<file path="config.mk">
export PLATFORM = sky130hd
export DESIGN_NAME = driver_pwm_motor
export DESIGN_NICKNAME = d
export VERILOG_FILES = /design/src/rtl/driver_pwm_pkg.sv /design/src/rtl/canal_pwm.sv /design/src/rtl/driver_pwm_motor.sv
export SDC_FILE = /design/constraint.sdc
export NUM_CORES = 1
export LEC_CHECK = 0
export BUFFER_PORTS_ARGS = -buffer_cell sky130_fd_sc_hd__clkbuf_2
export CAP_MARGIN = 25
export CORE_MARGIN = 2
export CORE_UTILIZATION = 35
export DETAILED_ROUTE_END_ITERATION = 16
export PLACE_DENSITY = 0.61
export SYNTH_ARGS = -nofsm -noshare
export SYNTH_HDL_FRONTEND = slang
export SYNTH_SLANG_ARGS = --single-unit
</file>
<file path="constraint.sdc">
create_clock -name clk -period 6.6 [get_ports clk]
set_input_delay 1.65 -clock clk [delete_from_list [all_inputs] [get_ports clk]]
set_output_delay 1.65 -clock clk [all_outputs]
set_load 0.03 [all_outputs]
</file>
<file path="src/rtl/driver_pwm_pkg.sv">
// Shared codes for the PWM motor driver: direction commands, channel states
// and a small duty helper.
package driver_pwm_pkg;

    localparam int unsigned DUTY_W = 12;

    typedef logic [1:0] dir_t;

    localparam dir_t DIR_COAST = 2'b00;
    localparam dir_t DIR_FWD   = 2'b01;
    localparam dir_t DIR_REV   = 2'b10;
    localparam dir_t DIR_BRAKE = 2'b11;

    localparam logic [1:0] ST_COAST = 2'd0;
    localparam logic [1:0] ST_RUN   = 2'd1;
    localparam logic [1:0] ST_DEAD  = 2'd2;
    localparam logic [1:0] ST_BRAKE = 2'd3;

    function automatic logic [DUTY_W-1:0] min_duty(input logic [DUTY_W-1:0] a,
                                                   input logic [DUTY_W-1:0] b);
        return (a < b) ? a : b;
    endfunction

endpackage

</file>
<file path="src/rtl/canal_pwm.sv">
// One H-bridge channel: direction FSM, soft-start ramp, reversal dead time and
// registered PWM compare. All decisions are taken at PWM period boundaries.
module canal_pwm
    import driver_pwm_pkg::*;
#(
    parameter int unsigned PERIOADA  = 1000,
    parameter int unsigned RAMPA_PAS = 50,
    parameter int unsigned DEAD_PER  = 2
) (
    input  logic              clk,
    input  logic              rst,
    input  logic              boundary,
    input  logic [DUTY_W-1:0] cnt_next,
    input  logic [1:0]        dir,
    input  logic [DUTY_W-1:0] factor_dc,
    output logic              in1,
    output logic              in2,
    output logic              pwm
);

    localparam int unsigned       DW        = 8;
    localparam logic [DUTY_W-1:0] PER_MAX   = DUTY_W'(PERIOADA);
    localparam logic [DUTY_W-1:0] RAMP_MAX  = DUTY_W'(RAMPA_PAS);
    localparam logic [DW-1:0]     DEAD_INIT = DW'(DEAD_PER - 1);

    logic [1:0]        state_q, state_d;
    logic [1:0]        dir_q, dir_d;
    logic [DUTY_W-1:0] duty_q, duty_d;
    logic [DW-1:0]     dead_q, dead_d;
    logic [DUTY_W-1:0] tgt, start_duty;
    logic              eval_coast;
    logic              in1_d, in2_d, pwm_d;

    always_comb begin
        state_d    = state_q;
        dir_d      = dir_q;
        duty_d     = duty_q;
        dead_d     = dead_q;
        eval_coast = 1'b0;
        tgt        = min_duty(factor_dc, PER_MAX);
        start_duty = min_duty(tgt, RAMP_MAX);

        if (boundary) begin
            unique case (state_q)
                ST_COAST: eval_coast = 1'b1;
                ST_DEAD: begin
                    if (dead_q == '0) begin
                        eval_coast = 1'b1;
                    end else begin
                        dead_d = dead_q - 1'b1;
                    end
                end
                ST_BRAKE: begin
                    if (dir == DIR_COAST) begin
                        state_d = ST_COAST;
                        duty_d  = '0;
                    end else if (dir == DIR_FWD || dir == DIR_REV) begin
                        state_d = ST_RUN;
                        dir_d   = dir;
                        duty_d  = start_duty;
                    end
                end
                ST_RUN: begin
                    if (dir == dir_q) begin
                        // Increase is rate-limited, decrease takes effect at once.
                        if (tgt > duty_q) begin
                            duty_d = duty_q + min_duty(RAMP_MAX, tgt - duty_q);
                        end else begin
                            duty_d = tgt;
                        end
                    end else if (dir == DIR_COAST) begin
                        state_d = ST_COAST;
                        duty_d  = '0;
                    end else if (dir == DIR_BRAKE) begin
                        state_d = ST_BRAKE;
                        duty_d  = '0;
                    end else begin
                        state_d = ST_DEAD;
                        duty_d  = '0;
                        dead_d  = DEAD_INIT;
                    end
                end
            endcase

            if (eval_coast) begin
                if (dir == DIR_FWD || dir == DIR_REV) begin
                    state_d = ST_RUN;
                    dir_d   = dir;
                    duty_d  = start_duty;
                end else if (dir == DIR_BRAKE) begin
                    state_d = ST_BRAKE;
                    duty_d  = '0;
                end else begin
                    state_d = ST_COAST;
                    duty_d  = '0;
                end
            end
        end

        // Outputs are precomputed against the counter value of the next clk.
        in1_d = ((state_d == ST_RUN) && (dir_d == DIR_FWD)) || (state_d == ST_BRAKE);
        in2_d = ((state_d == ST_RUN) && (dir_d == DIR_REV)) || (state_d == ST_BRAKE);
        pwm_d = ((state_d == ST_RUN) && (cnt_next < duty_d)) || (state_d == ST_BRAKE);
    end

    always_ff @(posedge clk or posedge rst) begin
        if (rst) begin
            state_q <= ST_COAST;
            dir_q   <= DIR_COAST;
            duty_q  <= '0;
            dead_q  <= '0;
            in1     <= 1'b0;
            in2     <= 1'b0;
            pwm     <= 1'b0;
        end else begin
            state_q <= state_d;
            dir_q   <= dir_d;
            duty_q  <= duty_d;
            dead_q  <= dead_d;
            in1     <= in1_d;
            in2     <= in2_d;
            pwm     <= pwm_d;
        end
    end

endmodule

</file>
<file path="src/rtl/driver_pwm_motor.sv">
// Dual-channel H-bridge PWM driver: input registers, shared prescaler and period
// counter, period-start pulse, and two independent channel instances.
module driver_pwm_motor
    import driver_pwm_pkg::*;
#(
    parameter int unsigned PRESCALER = 50,
    parameter int unsigned PERIOADA  = 1000,
    parameter int unsigned RAMPA_PAS = 50,
    parameter int unsigned DEAD_PER  = 2
) (
    input  logic        clk,
    input  logic        rst,
    input  logic [1:0]  directie_driverA,
    input  logic [1:0]  directie_driverB,
    input  logic [11:0] factor_dc_driverA,
    input  logic [11:0] factor_dc_driverB,
    output logic        in1_A,
    output logic        in2_A,
    output logic        in1_B,
    output logic        in2_B,
    output logic        pwm_A,
    output logic        pwm_B,
    output logic        inceput_perioada
);

    localparam int unsigned       PW        = (PRESCALER > 1) ? $clog2(PRESCALER) : 1;
    localparam logic [PW-1:0]     PRESC_MAX = PW'(PRESCALER - 1);
    localparam logic [DUTY_W-1:0] CNT_MAX   = DUTY_W'(PERIOADA - 1);

    logic [1:0]        dir_a_q, dir_b_q;
    logic [DUTY_W-1:0] dc_a_q, dc_b_q;
    logic [PW-1:0]     presc_q;
    logic [DUTY_W-1:0] cnt_q, cnt_next;
    logic              inceput_q;
    logic              tick, boundary;

    always_comb begin
        tick     = (presc_q == PRESC_MAX);
        boundary = tick && (cnt_q == CNT_MAX);
        cnt_next = cnt_q;
        if (tick) begin
            cnt_next = (cnt_q == CNT_MAX) ? '0 : cnt_q + 1'b1;
        end
    end

    // Upstream logic is combinational, so commands are sampled once here.
    always_ff @(posedge clk or posedge rst) begin
        if (rst) begin
            dir_a_q   <= DIR_COAST;
            dir_b_q   <= DIR_COAST;
            dc_a_q    <= '0;
            dc_b_q    <= '0;
            presc_q   <= '0;
            cnt_q     <= '0;
            inceput_q <= 1'b0;
        end else begin
            dir_a_q   <= directie_driverA;
            dir_b_q   <= directie_driverB;
            dc_a_q    <= factor_dc_driverA;
            dc_b_q    <= factor_dc_driverB;
            presc_q   <= tick ? '0 : presc_q + 1'b1;
            cnt_q     <= cnt_next;
            inceput_q <= boundary;
        end
    end

    assign inceput_perioada = inceput_q;

    canal_pwm #(
        .PERIOADA  (PERIOADA),
        .RAMPA_PAS (RAMPA_PAS),
        .DEAD_PER  (DEAD_PER)
    ) u_canal_a (
        .clk       (clk),
        .rst       (rst),
        .boundary  (boundary),
        .cnt_next  (cnt_next),
        .dir       (dir_a_q),
        .factor_dc (dc_a_q),
        .in1       (in1_A),
        .in2       (in2_A),
        .pwm       (pwm_A)
    );

    canal_pwm #(
        .PERIOADA  (PERIOADA),
        .RAMPA_PAS (RAMPA_PAS),
        .DEAD_PER  (DEAD_PER)
    ) u_canal_b (
        .clk       (clk),
        .rst       (rst),
        .boundary  (boundary),
        .cnt_next  (cnt_next),
        .dir       (dir_b_q),
        .factor_dc (dc_b_q),
        .in1       (in1_B),
        .in2       (in2_B),
        .pwm       (pwm_B)
    );

endmodule

</file>
==> results.ini, run 1 <==
[status]
status=finished clean

[synthesis]
ys_warn_count=0
synth_mux_area_frac=0.0280
ys_async_sr_fraction=1.00
synth_edf_count=0
yosys.area_share.simple=0.212
ys_ff_latch=101
synth-compound-area-share=0.265
ys_types=101
synth_fa_ha_area_frac=0.124
synth_area_mm2=0.00888
synth_top_family_by_area=compound AO/OA/AOI/OAI gates
syn_inst=1049
dominantRegCellSynth=dfrtp_1
synth_xor_xnor_area_share=0.0345
ys_seq_area_frac=0.285
syn_avg_cell_area_um2=8.47

[clock_tree]
clk_path_buf_depth=2
cts_hold_buf=0
cts_tree=done
clock_latency_ps=360
cts.clk_slew.worst_paths_ps=70
htree_levels=3
cts.sinks=101
cts_root_buffer=clkbuf_16
cts_buffers=9

[timing]
finClkSkew_ps=8.71
hold_viol=0
worstMarginPinSlew_ps=909
report.final.slew_viol_count=0
max_slew_margin=0.393
timing.fmax_mhz=154
setup_tns_ps=0
final.setup.worst_slack_ps=122
period_share=0.981
hold-worst-slack_ps=485
period_needed_ps=6480
finalSetupViolations=0

[routing]
vias=8058
drc=0
drtIter0Drc=649
ant_nets=0
firstDrtPassIters=5
wirelength_mm=23.1
via_per_inst=5.59
post_drt_wl_per_cell_um=16.0

[global_routing]
grt_antenna_before_repair=0
grt_max_degree=68
grt_remaining_overflow=0
grt_pass1_vias=7545
track_usage=0.177
grt_pass1_wl_mm=38.2

[floorplan]
start_util=0.355
design.die.area_mm2=0.0267
pin_count=37
die_width_um=163
rows=58
floorplan.die.height_um=163
coreArea_mm2=0.0250

[place]
dpl.hpwl_mm=17.8
port_buffers=36
place_ws_ps=93.2
gp_congestion=0.898

[setup_path]
cpPeakStageDelay_ps=530
path_buf_inv=3
cp_top_family=compound AO/OA/AOI/OAI gates
r2r_cells=32
crit_arrival_ps=6770
path_class=flip-flop to flip-flop
crit_slowest_cell=or3_1
crit_cells=32
cp-start-kind=flip-flop
critPathMaxFanout=11
crit_required_ps=6890
crit_top_cell=o21ai_1
worst_setup_path_end_kind=flip-flop

[final_layout]
drive_above_1_share=0.142
antenna_cells=0
final_nets=1223
fill_cells=2547
areaGrowthSynthToFinish_pct=12.8

[min_path]
hold_depth=1
hold_class=flip-flop to flip-flop

[power]
p_per_area_mw_per_mm2=139
leakage_uw=0.00441
irDropWorstVdd_v=0.0000968

[run]
cap_violations=0

-- placed cells by master, fill, tap and decap left out, types with 12 or more instances in the layout --
cell type	instances
clkbuf_2	36
conb_1	14
ha_1	72
nand4_1	17
xnor2_1	19
nand2_1	94
dfrtp_1	97
or3_1	17
and3_1	12
nand3_1	24
inv_1	74
xor2_1	16
mux2i_1	17
a21oi_1	83
o21a_1	17
buf_4	26
o31ai_1	17
o21ai_1	13
a31oi_1	12
nor2b_1	15
nor2_1	65
nand2b_1	24
o21ai_0	64
a21o_1	21
nor3_1	30
-- path summary, 6_finish.rpt --
path | to | slack, ps | start
max | u_canal_a.pwm | 120 | dc_a_q[11]
max in group asynchronous | dc_b_q[11] | 4030 | rst
min | presc_q[5] | 480 | presc_q[5]
min reg2reg | presc_q[5] | 480 | presc_q[5]
min in group asynchronous | u_canal_a.duty_q[9] | 1300 | rst
max reg2reg | u_canal_a.pwm | 120 | dc_a_q[11]
-- report_power, final --
part / internal, uW / total (uW) / leakage (uW) / switching [uW]
sequential: 627 / 640 / 0.00128 / 12.7
clock: 298 / 547 / 0.000138 / 249
combinational: 82.8 / 204 / 0.00299 / 122
-- layer usage --
| metal | wire [um] | vias to the layer above | GRT usage |
|---|---|---|---|
| met2 | 10800 | 245 | 0.288 |
| met4 | 431 | 0 | 0.0491 |
| met3 | 1240 | 34 | 0.0269 |
| met5 | 0 | - | 0 |
| met1 | 10600 | 3815 | 0.243 |
| li1 | - | 3964 | - |
-- final cells by class --
class / count / area [um2] / area share
well taps: 330 / 413 / 0.0412
inverters: 76 / 288 / 0.0287
multi-input cells: 855 / 6110 / 0.610
clock inverters: 4 / 55.1 / 0.00550
flip-flops and latches: 101 / 2530 / 0.253
repair buffers: 63 / 387 / 0.0386
clock buffers: 12 / 236 / 0.0236
-- synthesized netlist by cell type, drive strengths merged, types with 17 or more instances --
cell type  instances  share of area
dfrtp            101           0.28
nand2             96          0.041
a21oi             87          0.050
ha                85           0.12
o21ai             79          0.045
inv               75          0.032
nor2              70          0.031
nor3              32          0.020
nand3             25          0.015
nand2b            24          0.017
clkbuf            22          0.011
a21o              21          0.018
o31ai             19          0.018
or3               19          0.014
xnor2             19          0.019
nand4             18          0.013
mux2i             17          0.019
o21a              17          0.014
-- kinds of logic after synthesis --
family                   count (synthesis)
XOR/XNOR                                35
flip-flops                             101
multiplexers                            24
AND/OR/NAND/NOR                        362
AO/OA/AOI/OAI                          333
other                                    1
buffers and inverters                  106
adder cells (fa/ha/maj)                 87
-- flip-flops by register name, indices dropped and copies added (netlist names), 6 cells and up --
name,count
u_canal_a.dead_q,8
dc_b_q,12
u_canal_a.duty_q,12
u_canal_b.dead_q,8
cnt_q,12
u_canal_b.duty_q,12
dc_a_q,12
presc_q,6
-- what timing repair did --
| item | CTS | global route |
|---|---|---|
| buffers inserted | 0 | 8 |
| gates resized for setup | 0 | 52 |
| endpoints found under the hold margin | 0 | 0 |
| endpoints found under the setup margin | 0 | 2 |
-- stage by stage --
stage	instances	instance area [um2]	util	power, uW
after global routing	1441	10000	0.400	1460
after global placement	1417	9500	0.379	843
after detailed placement	1417	9500	0.379	844
after CTS	1433	9790	0.391	1400
final	1441	10000	0.400	1390
after floorplan	1062	8930	-	794
Note: power is estimated with default switching activity, not from simulation.
==> run 2, diff against run 1 <==
--- a/config.mk
+++ b/config.mk
@@ -7,7 +7,6 @@
 export LEC_CHECK = 0
 export BUFFER_PORTS_ARGS = -buffer_cell sky130_fd_sc_hd__clkbuf_2
 export CAP_MARGIN = 25
-export CORE_MARGIN = 2
 export CORE_UTILIZATION = 35
 export DETAILED_ROUTE_END_ITERATION = 16
 export PLACE_DENSITY = 0.61
==> run 2 against run 1 <==
  * Global-route usage grew 0.11 points
  * Cell area is essentially flat
  * Sequential power is essentially flat
  * Power shrank 0.39%
  * Hold slack gained 4.0 ps
  * Critical path depth shrank 1
  * Routed wire length shrank 0.18%
  * Clock-buffer cell count shrank 2
  * Highest routed layer unchanged
==> results.ini, run 2 (synthesis gave the netlist of run 1 again) <==
[routing]
wirelength_mm=23.1  ; -0.18%
via_per_inst=5.54  ; -0.99%
drtIter0Drc=520  ; -20%
ant_nets=0  ; unchanged
firstDrtPassIters=5  ; unchanged
vias=7945  ; -1.4%
post_drt_wl_per_cell_um=16.1  ; +0.24%
drc=0  ; unchanged

[power]
internal_power_uw=1010  ; -0.23%
irDropWorstVdd_v=0.000129  ; +34%
total_power_uw=1390  ; -0.39%
p_per_area_mw_per_mm2=138  ; -0.38%
clkPwrFrac=0.390  ; -0.003
sequentialPowerShare=0.461  ; about the same
leakage_uw=0.00444  ; +0.54%
p_comb_frac=0.149  ; +0.002
power_switching_share=0.275  ; -0.00114
p_switching_uw=381  ; -0.80%

[timing]
report.final.slew_viol_count=0  ; unchanged
finalSetupViolations=0  ; unchanged
max_slew_margin=0.293  ; -0.100
period_needed_ps=6260  ; -220 ps
timing.fmax_mhz=160  ; +3.5%
hold-worst-slack_ps=489  ; +4.00 ps
worstMarginPinSlew_ps=1060  ; +150 ps
setup_tns_ps=0  ; unchanged
period_share=0.948  ; -0.0334
hold_viol=0  ; unchanged
finClkSkew_ps=11.9  ; +3.22 ps

[place]
dpl.hpwl_mm=17.7  ; -0.35%
placed_cells=1410  ; -0.49%
port_buffers=36  ; unchanged
gp_congestion=0.902  ; +0.43%

[final_layout]
final_nets=1224  ; +0.082%
instances_no_fill=1435  ; -0.42%
final_cell_mix=dfrtp_1 (99), nand2_1 (95), a21oi_1 (82)
multi_input_area_mm2=0.00611  ; +0.12%
fill_cells=2501  ; -1.8%
areaGrowthSynthToFinish_pct=12.7  ; about the same
antenna_cells=0  ; unchanged
seq_area_mm2=0.00253  ; about the same
mostFrequentLayoutCell=dfrtp_1
drive_above_1_share=0.143  ; +0.000900

[global_routing]
grt_pass1_vias=7500  ; -0.60%
grt_pass1_wl_mm=37.5  ; -1.9%
track_usage=0.178  ; +0.00108
grt_antenna_before_repair=0  ; unchanged
grt_remaining_overflow=0  ; unchanged
grt_max_degree=70  ; +2.9%

[floorplan]
rows=57  ; -1.7%
design.die.area_mm2=0.0260  ; -2.4%
coreArea_mm2=0.0246  ; -1.7%
start_util=0.361  ; +0.00622
floorplan.die.height_um=161  ; -1.2%
die_width_um=161  ; -1.2%
pin_count=37  ; unchanged

[clock_tree]
cts_buffers=9  ; unchanged
cts.clk_slew.worst_paths_ps=80  ; about the same
clk_path_buf_depth=2  ; unchanged
cts_tree=done
cts.sinks=101  ; unchanged
clock_latency_ps=350  ; about the same
htree_levels=3  ; unchanged
cts_root_buffer=clkbuf_16
cts_hold_buf=0  ; unchanged

[setup_path]
path_class=flip-flop to flip-flop
crit_required_ps=6860  ; -30 ps
cp-start-kind=flip-flop
crit_slowest_cell=dfrtp_1
cp_top_family=compound AO/OA/AOI/OAI gates
path_buf_inv=1  ; -2
critPathMaxFanout=7  ; -4
crit_arrival_ps=6520  ; -250 ps
worst_setup_path_end_kind=flip-flop
cpPeakStageDelay_ps=490  ; -40 ps

[status]
status=finished clean

[run]
cap_violations=0  ; unchanged

[min_path]
hold_class=flip-flop to flip-flop

==> run 2: cell count changes in the layout (fill, tap and decap cells not counted), sizes merged <==
cell,change
clkinv,+1
clkbuf,-2
buf,+1
==> run 2: routing by layer <==
metal / GRT usage / vias to the layer above / routed length (um)
met4: 0.0506 / 0 / 486
met5: 0 / - / 0
met2: 0.299 / 160 / 11000
met3: 0.0272 / 35 / 784
met1: 0.235 / 3796 / 10800
li1: - / 3954 / -
==> run 2: final timing paths <==
path | start | end | slack (ps) | cells past startpoint
max | dc_b_q[4] | u_canal_b.pwm | 340 | 31
min | presc_q[5] | presc_q[5] | 490 | 1
max reg2reg | dc_b_q[4] | u_canal_b.pwm | 340 | 31
min reg2reg | presc_q[5] | presc_q[5] | 490 | 1
max in group asynchronous | rst | dc_b_q[5] | 4010 | 3
min in group asynchronous | rst | dir_b_q[1] | 1290 | 2
==> run 2: stage by stage <==
| stage | instance area [um2] | setup WS (ps) | util |
|---|---|---|---|
| 2_1_floorplan | 8930 | 427 | - |
| 3_3_place_gp | 9480 | 130 | 0.385 |
| 3_5_place_dp | 9480 | -8.15 | 0.385 |
| 4_1_cts | 9770 | 10.0 | 0.397 |
| 5_1_grt | 10000 | -14.1 | 0.407 |
| 6_report | 10000 | 342 | 0.407 |
==> run 2: final cells by class <==
| cell class | instances | share of cell area |
|---|---|---|
| Timing Repair Buffer | 64 | 0.0390 |
| Multi-Input combinational cell | 855 | 0.610 |
| Inverter | 76 | 0.0287 |
| Tap cell | 324 | 0.0405 |
| Clock inverter | 5 | 0.00600 |
| Sequential cell | 101 | 0.253 |
| Clock buffer | 10 | 0.0229 |
==> run 2: power groups by stage <==
stage               Sequential [uW]  Combinational (uW)  Clock (uW)
global route                    640                 229         585
detailed placement              651                 193           0
finish                          639                 206         541
global placement                651                 192           0
floorplan                       647                 147           0
CTS                             639                 194         559
==> run 2: repair_timing <==
action | 4_1_cts | 5_1_grt
endpoints found under the setup margin | 1 | 2
pin swaps | 0 | 17
buffers inserted | 0 | 10
resized for setup | 1 | 49
